`src/rtl/ofm_reader.sv`:
```
// Output feature-map drain: reads every neuron in address order and streams it out
// through a credit-gated FIFO. Optional ReLU on the stream data via OFM_RELU_EN.
module ofm_reader #(
  parameter int OUT_SIZE    = 2,
  parameter int OUT_CHANNEL = 1,
  parameter int DATA_W      = 8,
  parameter int RD_LAT      = 1,
  parameter int FIFO_DEPTH  = RD_LAT + 2
) (
  input  logic              clock,
  input  logic              reset,
  input  logic              start,
  output logic              busy,
  output logic              done,
  output logic              rd_ena,
  output logic [7:0]        rd_addr,
  input  logic [DATA_W-1:0] rd_data,
  output logic              m_valid,
  input  logic              m_ready,
  output logic [DATA_W-1:0] m_data,
  output logic              m_last,
  output logic [1:0]        m_chan_idx,
  output logic [3:0]        m_pix_idx
);
  localparam int PIX_N = OUT_SIZE * OUT_SIZE;
  localparam int N     = PIX_N * OUT_CHANNEL;
  localparam int PW    = (FIFO_DEPTH > 1) ? $clog2(FIFO_DEPTH) : 1;
  localparam int CW    = $clog2(FIFO_DEPTH + RD_LAT + 2) + 1;
  localparam int EW    = DATA_W + 7;

  localparam logic [1:0] S_IDLE  = 2'd0;
  localparam logic [1:0] S_READ  = 2'd1;
  localparam logic [1:0] S_DRAIN = 2'd2;
  localparam logic [1:0] S_DONE  = 2'd3;

  logic [1:0]        state;
  logic [8:0]        issue_cnt;
  logic [3:0]        pix_cnt;
  logic [1:0]        chan_cnt;
  logic [RD_LAT:0]   vld_pipe;
  logic [6:0]        meta_pipe [RD_LAT+1];
  logic [EW-1:0]     fifo_mem [FIFO_DEPTH];
  logic [PW-1:0]     wr_ptr, rd_ptr;
  logic [CW-1:0]     fifo_count, inflight, committed;
  logic              issue, push, pop, credit_ok, last_issue;
  logic [DATA_W-1:0] push_data;
  logic [EW-1:0]     head;

  function automatic logic [PW-1:0] ptr_inc(input logic [PW-1:0] p);
    return (p == PW'(FIFO_DEPTH - 1)) ? '0 : p + 1'b1;
  endfunction

`ifdef OFM_RELU_EN
  assign push_data = rd_data[DATA_W-1] ? '0 : rd_data;
`else
  assign push_data = rd_data;
`endif

  // Credits cover FIFO contents plus every read still in the latency pipe;
  // this cycle's pop frees a slot so full-rate streaming has no bubbles.
  always_comb begin
    inflight = '0;
    for (int i = 0; i <= RD_LAT; i++) inflight = inflight + CW'(vld_pipe[i]);
    m_valid    = (fifo_count != '0);
    pop        = m_valid && m_ready;
    committed  = fifo_count + inflight - CW'(pop);
    credit_ok  = committed < CW'(FIFO_DEPTH);
    issue      = credit_ok && ((state == S_IDLE && start) || state == S_READ);
    last_issue = (issue_cnt == 9'(N - 1));
    push       = vld_pipe[RD_LAT];
    head       = fifo_mem[rd_ptr];
  end

  assign rd_ena     = vld_pipe[0];
  assign busy       = (state == S_READ) || (state == S_DRAIN);
  assign done       = (state == S_DONE);
  assign m_data     = m_valid ? head[DATA_W-1:0] : '0;
  assign m_pix_idx  = m_valid ? head[DATA_W+3:DATA_W] : '0;
  assign m_chan_idx = m_valid ? head[DATA_W+5:DATA_W+4] : '0;
  assign m_last     = m_valid && head[EW-1];

  always_ff @(posedge clock) begin
    if (reset) begin
      state      <= S_IDLE;
      issue_cnt  <= '0;
      pix_cnt    <= '0;
      chan_cnt   <= '0;
      rd_addr    <= '0;
      vld_pipe   <= '0;
      wr_ptr     <= '0;
      rd_ptr     <= '0;
      fifo_count <= '0;
    end else begin
      vld_pipe[0] <= issue;
      for (int i = 1; i <= RD_LAT; i++) vld_pipe[i] <= vld_pipe[i-1];
      if (issue) begin
        rd_addr   <= issue_cnt[7:0];
        issue_cnt <= issue_cnt + 1'b1;
        if (pix_cnt == 4'(PIX_N - 1)) begin
          pix_cnt  <= '0;
          chan_cnt <= chan_cnt + 1'b1;
        end else begin
          pix_cnt <= pix_cnt + 1'b1;
        end
      end
      if (push) wr_ptr <= ptr_inc(wr_ptr);
      if (pop)  rd_ptr <= ptr_inc(rd_ptr);
      fifo_count <= fifo_count + CW'(push) - CW'(pop);
      case (state)
        S_IDLE:  if (issue) state <= last_issue ? S_DRAIN : S_READ;
        S_READ:  if (issue && last_issue) state <= S_DRAIN;
        S_DRAIN: if (pop && head[EW-1]) state <= S_DONE;
        default: begin
          state     <= S_IDLE;
          issue_cnt <= '0;
          pix_cnt   <= '0;
          chan_cnt  <= '0;
        end
      endcase
    end
  end

  // Data path carries no reset; outputs are masked by m_valid instead.
  always_ff @(posedge clock) begin
    if (issue) meta_pipe[0] <= {last_issue, chan_cnt, pix_cnt};
    for (int i = 1; i <= RD_LAT; i++) meta_pipe[i] <= meta_pipe[i-1];
    if (push) fifo_mem[wr_ptr] <= {meta_pipe[RD_LAT], push_data};
  end
endmodule

```
`config.mk`:
```
export PLATFORM = sky130hd
export DESIGN_NAME = ofm_reader
export DESIGN_NICKNAME = d
export VERILOG_FILES = /design/src/rtl/ofm_reader.sv
export SDC_FILE = /design/constraint.sdc
export NUM_CORES = 1
export LEC_CHECK = 0
export ABC_CLOCK_PERIOD_IN_PS = 4050
export CAP_MARGIN = 20
export CORE_MARGIN = 2
export CORE_UTILIZATION = 40
export CTS_CLUSTER_DIAMETER = 50
export DETAILED_ROUTE_END_ITERATION = 8
export GPL_TIMING_DRIVEN = 1
export MAX_ROUTING_LAYER = met4
export PLACE_DENSITY = 0.64
export SETUP_SLACK_MARGIN = 0.4
export SYNTH_ARGS = -nofsm -noshare
export SYNTH_HDL_FRONTEND = slang
export SYNTH_SLANG_ARGS = --single-unit
```
`constraint.sdc`:
```
create_clock -name clock -period 4.05 [get_ports clock]
set_input_delay 0.81 -clock clock [delete_from_list [all_inputs] [get_ports clock]]
set_output_delay 0.81 -clock clock [all_outputs]
set_load 0.01 [all_outputs]
```
; ---- After elaboration in Yosys (flattened, before gate mapping)
; Memories as Yosys holds them, arrays and structs flattened. A register that Yosys moved wholly into a read port is not among the register bits.
; Cells that the tools add are included.
[totals]
reg_bits = 35
word_cells = 64
output_inout_bits = 27
mem_count = 2
ramBits = 59
input_bits = 12
[classes]
n_lt_le_gt_ge = 1
n_eq_ne = 10
n_addsub = 10
reduce_logical = 14
muxes = 17
n_bitwise = 1
[mem_list]
columns = name, words, width, read_ports, rd_clocked_by_memory_dff, write_ports, line_no
row1 = fifo_mem, 3, 15, 1, 1, 1, 42  ; logic [EW-1:0] fifo_mem [FIFO_DEPTH];
row2 = meta_pipe, 2, 7, 2, 0, 2, 41  ; logic [6:0] meta_pipe [RD_LAT+1];
[op_table]
columns = operator, n
row1 = 2-bit 2-to-1 mux, 9
row2 = 9-bit by 1-bit adder with 9-bit output (second input constant), 1
row3 = 9-bit by 2-bit == test with 1-bit output (second input constant), 1
row4 = 2-bit == test (second input constant), 4
row5 = 4-bit 2-to-1 mux, 2
row6 = 8-bit 2-to-1 mux, 1
row7 = 4-bit by 1-bit subtractor with 4-bit output, 2
row8 = 2-bit by 1-bit adder with 2-bit output (second input constant), 3
row9 = 1-bit logical AND, 6
row10 = 2-bit case mux with 3 select lines, 1
row11 = 4-bit by 1-bit adder with 4-bit output, 1
row12 = 4-bit by 1-bit adder with 4-bit output (second input constant), 1
row13 = 4-bit by 2-bit adder with 4-bit output, 1
row14 = 4-bit by 2-bit == test with 1-bit output (second input constant), 1
row15 = 4-bit by 2-bit < comparator with 1-bit output (second input constant), 1
row16 = 1-bit 2-to-1 mux, 4
row17 = 2-bit by 1-bit inequality test with 1-bit output (second input constant), 2
row18 = 4-bit nonzero test, 1
row19 = 3-bit AND reduction, 1
row20 = 3-bit OR reduction, 1
row21 = 1-bit by 1-bit adder with 2-bit output, 1
row22 = 2-bit by 1-bit == test with 1-bit output (second input constant), 1
row23 = 2-bit zero test, 1
row24 = 1-bit logical OR, 2
row25 = other kinds (4), 4

; ---- Longest topological paths before layout
[logic_depth]
word_depth = 8
ltp_mapped = 17
mapped_depth_nobuf = 15

; ---- Worst setup path before layout
; Ideal clock, no wire load.
[synth_timing]
path_type = reg-to-reg
start = register fifo_count[2]
end = register state[0]
period_less_slack_ns = 3.165
setup_time_ns = 0.123
path_stages_with_launch = 16
arrival_time_ns = 3.042
required_ns = 3.927
path_slack_ns = 0.885
path_buffers = 1
cell_sequence = dfxtp_1 inv_1 ha_1 and3_1 buf_2 inv_2 nand3_1 inv_1 nor2_1 fa_1 fa_1 xnor2_1 nor2_2 o211ai_2 a221o_1 mux2_1
[synth_between]
elab_chain_len = 8
word_cells_on_any_way = 12
cone_classes = add/sub (2) / order compare (1) / eq/ne (3) / reduce/logical (6)
[synth_lines]
columns = item, line_no
row1 = "start, declared", 44  ; logic [CW-1:0] fifo_count, inflight, committed;
row2 = "start signal, assigned", 108  ; fifo_count <= fifo_count + CW'(push) - CW'(pop);
row3 = 4-bit nonzero test (*), 64  ; m_valid = (fifo_count != '0);
row4 = named net m_valid, 18  ; output logic m_valid,
row5 = 1-bit logical AND (*), 65  ; pop = m_valid && m_ready;
row6 = 4-bit by 1-bit subtractor with 4-bit output, 66  ; committed = fifo_count + inflight - CW'(pop);
row7 = 4-bit by 2-bit < comparator with 1-bit output, 67  ; credit_ok = committed < CW'(FIFO_DEPTH);
row8 = 1-bit logical AND, 68  ; issue = credit_ok && ((state == S_IDLE && start) || state == S_READ);
row9 = 1-bit logical AND, 111  ; S_READ: if (issue && last_issue) state <= S_DRAIN;
row10 = 2-bit by 1-bit inequality test with 1-bit output (no source line), n/a
row11 = 3-bit AND reduction (no source line) (*), n/a
row12 = "end signal, assigned", 110  ; S_IDLE: if (issue) state <= last_issue ? S_DRAIN : S_READ;
row13 = "end, declared", 36  ; logic [1:0] state;
; The timed path passes the listed nets; every way through them passes the cells marked *.
; A chain may end at the register's enable or synchronous reset.

; ---- Final worst setup path
[layout_timing]
start = register fifo_count[1]
end = register state[0]
[layout_between]
elab_chain_len = 8
word_cells_on_any_way = 12
cone_classes = add/sub (2) / order compare (1) / eq/ne (3) / reduce/logical (6)
[layout_lines]
columns = item
row1 = "parallel branches: the longest is 7 deep, another holds 4-bit by 2-bit adder with 4-bit output"
row2 = 3-bit AND reduction (no source line) (*)
; Mark *: on every way between the ends.

==> flow_metrics.py <==
metrics = {
    "synth": {
        "synth-compound-area-share_pct": 9.194,
        "muxShareOfSynthArea_pct": 5.258,
        "ys.flop_type": "edfxtp_1",
        "yosysUniqueCellTypes": 44,
        "synthTopCellsByArea": "edfxtp_1 (40%), dfxtp_1 (23%), a21oi_1 (5.5%)",
        "netlist_instances": 341,
        "synth_top_family_by_area": "simple AND/OR/NAND/NOR gates",
        "synthXorXnorAreaFrac_pct": 1.129,
        "yosys.area.top_type": "edfxtp_1",
        "postSynth.asyncResetShare_pct": 0,
        "synth.most_common_cell": "edfxtp_1",
        "synthesis.area_sq_um": 3879,
        "synth_common_cells": "edfxtp_1 (52), nor2_1 (50), dfxtp_1 (44)",
        "synth_fa_ha_area_share_pct": 5.097,
        "synth_fp_nets": 367,
        "yosysWarnings": 0,
        "synth_seq_cells": 96,
        "synth_edf_count": 52,
        "syn_avg_cell_area_sq_um": 11.37,
        "synth_top_area_share_pct": 40.26,
        "ys_seq_area_share_pct": 62.97,
        "synth-simple-area-share_pct": 13.03,
    },
    "timing": {
        "finalSetupTns_ns": 0,
        "rsz0062_at_grt": "false",
        "setup_ws_ns": 0.6895,
        "skew_ns": 0.01488,
        "period_minus_slack_ns": 3.361,
        "fin_crit_sh_pct": 82.98,
        "setup-violations-final": 0,
        "final_max_slew_viol_count": 0,
        "tightestPinTransition_ns": 0.7469,
        "finalHoldViolations": 0,
        "slew_headroom_pct": 50.02,
        "fmaxAchievable_ghz": 0.2976,
    },
    "route": {
        "drc": 0,
        "routed_via_density": 4.887,
        "wl_met1_um": 3285,
        "num_vias": 2546,
        "wl_met2_um": 3402,
        "wl_per_cell_um": 13.55,
        "met3_wirelength_um": 235,
        "first_pass_iters": 4,
        "top_layer_used": "met4",
        "routed_wl_um": 7061,
        "ant_nets": 0,
        "first_iter_violations": 67,
    },
    "power_and_ir_drop": {
        "switchingPower_mw": 1.036,
        "leakagePower_nw": 1.642,
        "p_comb_share_pct": 37.5,
        "switching_share_pct": 34.88,
        "peakVddDrop_uv": 193.2,
        "powerDensity_nw_per_um2": 638.7,
        "pwr-share-seq_pct": 42.6,
        "clkPwrFrac_pct": 19.9,
        "p_int_mw": 1.935,
    },
    "cts": {
        "clock-sinks": 96,
        "clockBufferDepth": 2,
        "cts_htree_levels": 3,
        "post_cts_resized": 0,
        "post_cts_buffers": 0,
        "insertion_delay_ns": 0.36,
        "cts_tree": "done",
        "clkTransAtPathRegs_ns": 0.11,
        "cts_root_buf": "clkbuf_8",
        "cts_hold_buf": 0,
        "cts_buffers": 9,
    },
    "floorplan": {
        "initial_utilization_pct": 41.58,
        "rows": 35,
        "dieHeight_um": 102.5,
        "die_area_sq_um": 10500,
        "die_w_um": 102.5,
        "ios": 39,
        "core_sq_um": 9328,
    },
    "setup_path": {
        "critical_path_required_ns": 4.30,
        "endpoint_kind": "flop",
        "cp_slowest_cell": "fa_1",
        "cp_data_arrival_time_ns": 3.61,
        "cp_slowest_stage_delay_ns": 0.50,
        "path_max_fanout": 12,
        "path_class": "reg2reg",
        "worstPathCellList": "inv_1 > and3_1 > inv_2 > nand3_1 > inv_1 > nor2_1 > fa_1 > fa_1 > nor2_1 > nor2_2 > o211ai_4 > a221o_1 > mux2_1",
        "startpoint_type": "flop",
    },
    "cells_and_area": {
        "drive_gt1_share_pct": 9.949,
        "fin_nets": 413,
        "diodes": 0,
        "final_area_sq_um": 4652,
        "n_fill_cell": 861,
        "area_delta_synth_final_pct": 19.94,
    },
    "placement": {
        "gp_congestion": 0.7793,
        "dp_hpwl_um": 4843,
        "post_dp_cell_area_sq_um": 4452,
        "numPortBuffers": 38,
        "pre_cts_slack_ns": 0.1072,
    },
    "flow_run": {
        "max-cap-violations": 0,
    },
    "grt": {
        "grt_util_all_layers_pct": 14.66,
        "grt_max_degree": 30,
        "grt_pass1_wl_um": 11480,
        "antenna_found_initial": 0,
        "grt_pass1_vias": 2501,
        "overflow": 0,
    },
    "worst_hold_path": {
        "holdCritPathClass": "reg2reg",
    },
    "status": {
        "status": "finished clean",
    },
}
==> cell families (layout without fill, tap and decap cells) <==
logic type               count (synthesis)  after routing
AND/OR/NAND/NOR                        112            112
flip-flops                              96             96
AO/OA/AOI/OAI                           62             62
buffers and inverters                   32             83
multiplexers                            20             20
adder cells (fa/ha/maj)                 14             14
XOR/XNOR                                 5              5
==> sequential cells by signal (all words and copies together) (netlist names), named ones only <==
| signal | flops |
|---|---|
| vld_pipe | 2 |
| fifo_count | 4 |
| pix_cnt | 4 |
| rd_ptr | 2 |
| fifo_mem | 45 |
| wr_ptr | 2 |
| meta_pipe | 14 |
| rd_addr | 8 |
| issue_cnt | 9 |
| chan_cnt | 2 |
| state | 2 |
==> power groups by stage <==
| stage | clock network (mW) | registers (mW) | logic, mW |
|---|---|---|---|
| floorplan | 0 | 1.27 | 0.699 |
| global placement | 0 | 1.28 | 1.08 |
| detailed placement | 0 | 1.29 | 1.10 |
| CTS | 0.611 | 1.27 | 1.11 |
| global route | 0.648 | 1.28 | 1.24 |
| finish | 0.592 | 1.27 | 1.11 |
==> through the flow <==
stage                     instances  power, mW  hold WS [ns]  utilization [%]
after floorplan                 341      1.971        0.3233                -
after global placement          505      2.360        0.3259            47.73
after detailed placement        505      2.389        0.3316            47.73
after CTS                       521      2.989        0.3518            49.75
after global routing            521      3.170        0.3500            49.87
final                           521      2.971        0.3424            49.87
==> layer usage <==
metal | up-vias | global-route usage [%]
met2 | 52 | 24.38
li1 | 1296 | -
met1 | 1185 | 17.12
met4 | 0 | 6.667
met3 | 13 | 2.941
met5 | - | -
==> cells in the final DEF, fill, tap and decap left out, types with 2 or more instances in the layout <==
cell type | netlist | final
or3_1 | 8 | 8
clkdlybuf4s50_1 | 0 | 37
clkbuf_8 | 0 | 9
edfxtp_1 | 52 | 52
fa_1 | 3 | 3
mux2i_1 | 17 | 17
a21oi_1 | 43 | 43
dfxtp_1 | 44 | 44
o21ai_0 | 7 | 7
mux2_1 | 2 | 2
nor3_1 | 4 | 3
inv_2 | 2 | 3
ha_1 | 11 | 11
nand3_1 | 6 | 6
inv_1 | 16 | 15
and3_1 | 2 | 2
a221o_1 | 2 | 2
clkinvlp_4 | 0 | 3
xor2_1 | 2 | 2
nor2_1 | 50 | 50
inv_6 | 0 | 3
nand2_1 | 30 | 30
nand4_1 | 2 | 2
xnor2_1 | 3 | 3
buf_4 | 1 | 11
==> critical path: cells and delay by family, from the launching register on <==
kind / cells / cell delay, ns
adder cells (fa/ha/maj): 2 / 0.90
AND/OR/NAND/NOR: 5 / 0.65
AO/OA/AOI/OAI: 2 / 0.56
flip-flops: 1 / 0.46
buffers and inverters: 3 / 0.35
multiplexers: 1 / 0.32
==> layout make-up <==
type / instances / area [sq um] / area share (%)
Sequential cell: 96 / 2442 / 52.50
Multi-Input combinational cell: 213 / 1326 / 28.51
Timing Repair Buffer: 49 / 465.4 / 10.01
Tap cell: 129 / 161.4 / 3.470
Clock buffer: 9 / 123.9 / 2.663
Inverter: 18 / 67.56 / 1.452
Clock inverter: 7 / 65.06 / 1.399
==> worst paths after layout <==
kind	from	to	slack [ns]	depth (start not counted)
worst max-delay path	fifo_count[1]	state[0]	0.69	13
worst min-delay path	meta_pipe[0][4]	meta_pipe[0][11]	0.34	0
worst max register to register	fifo_count[1]	state[0]	0.69	13
worst min register to register	meta_pipe[0][4]	meta_pipe[0][11]	0.34	0
Power figures use the tool's default switching activity.
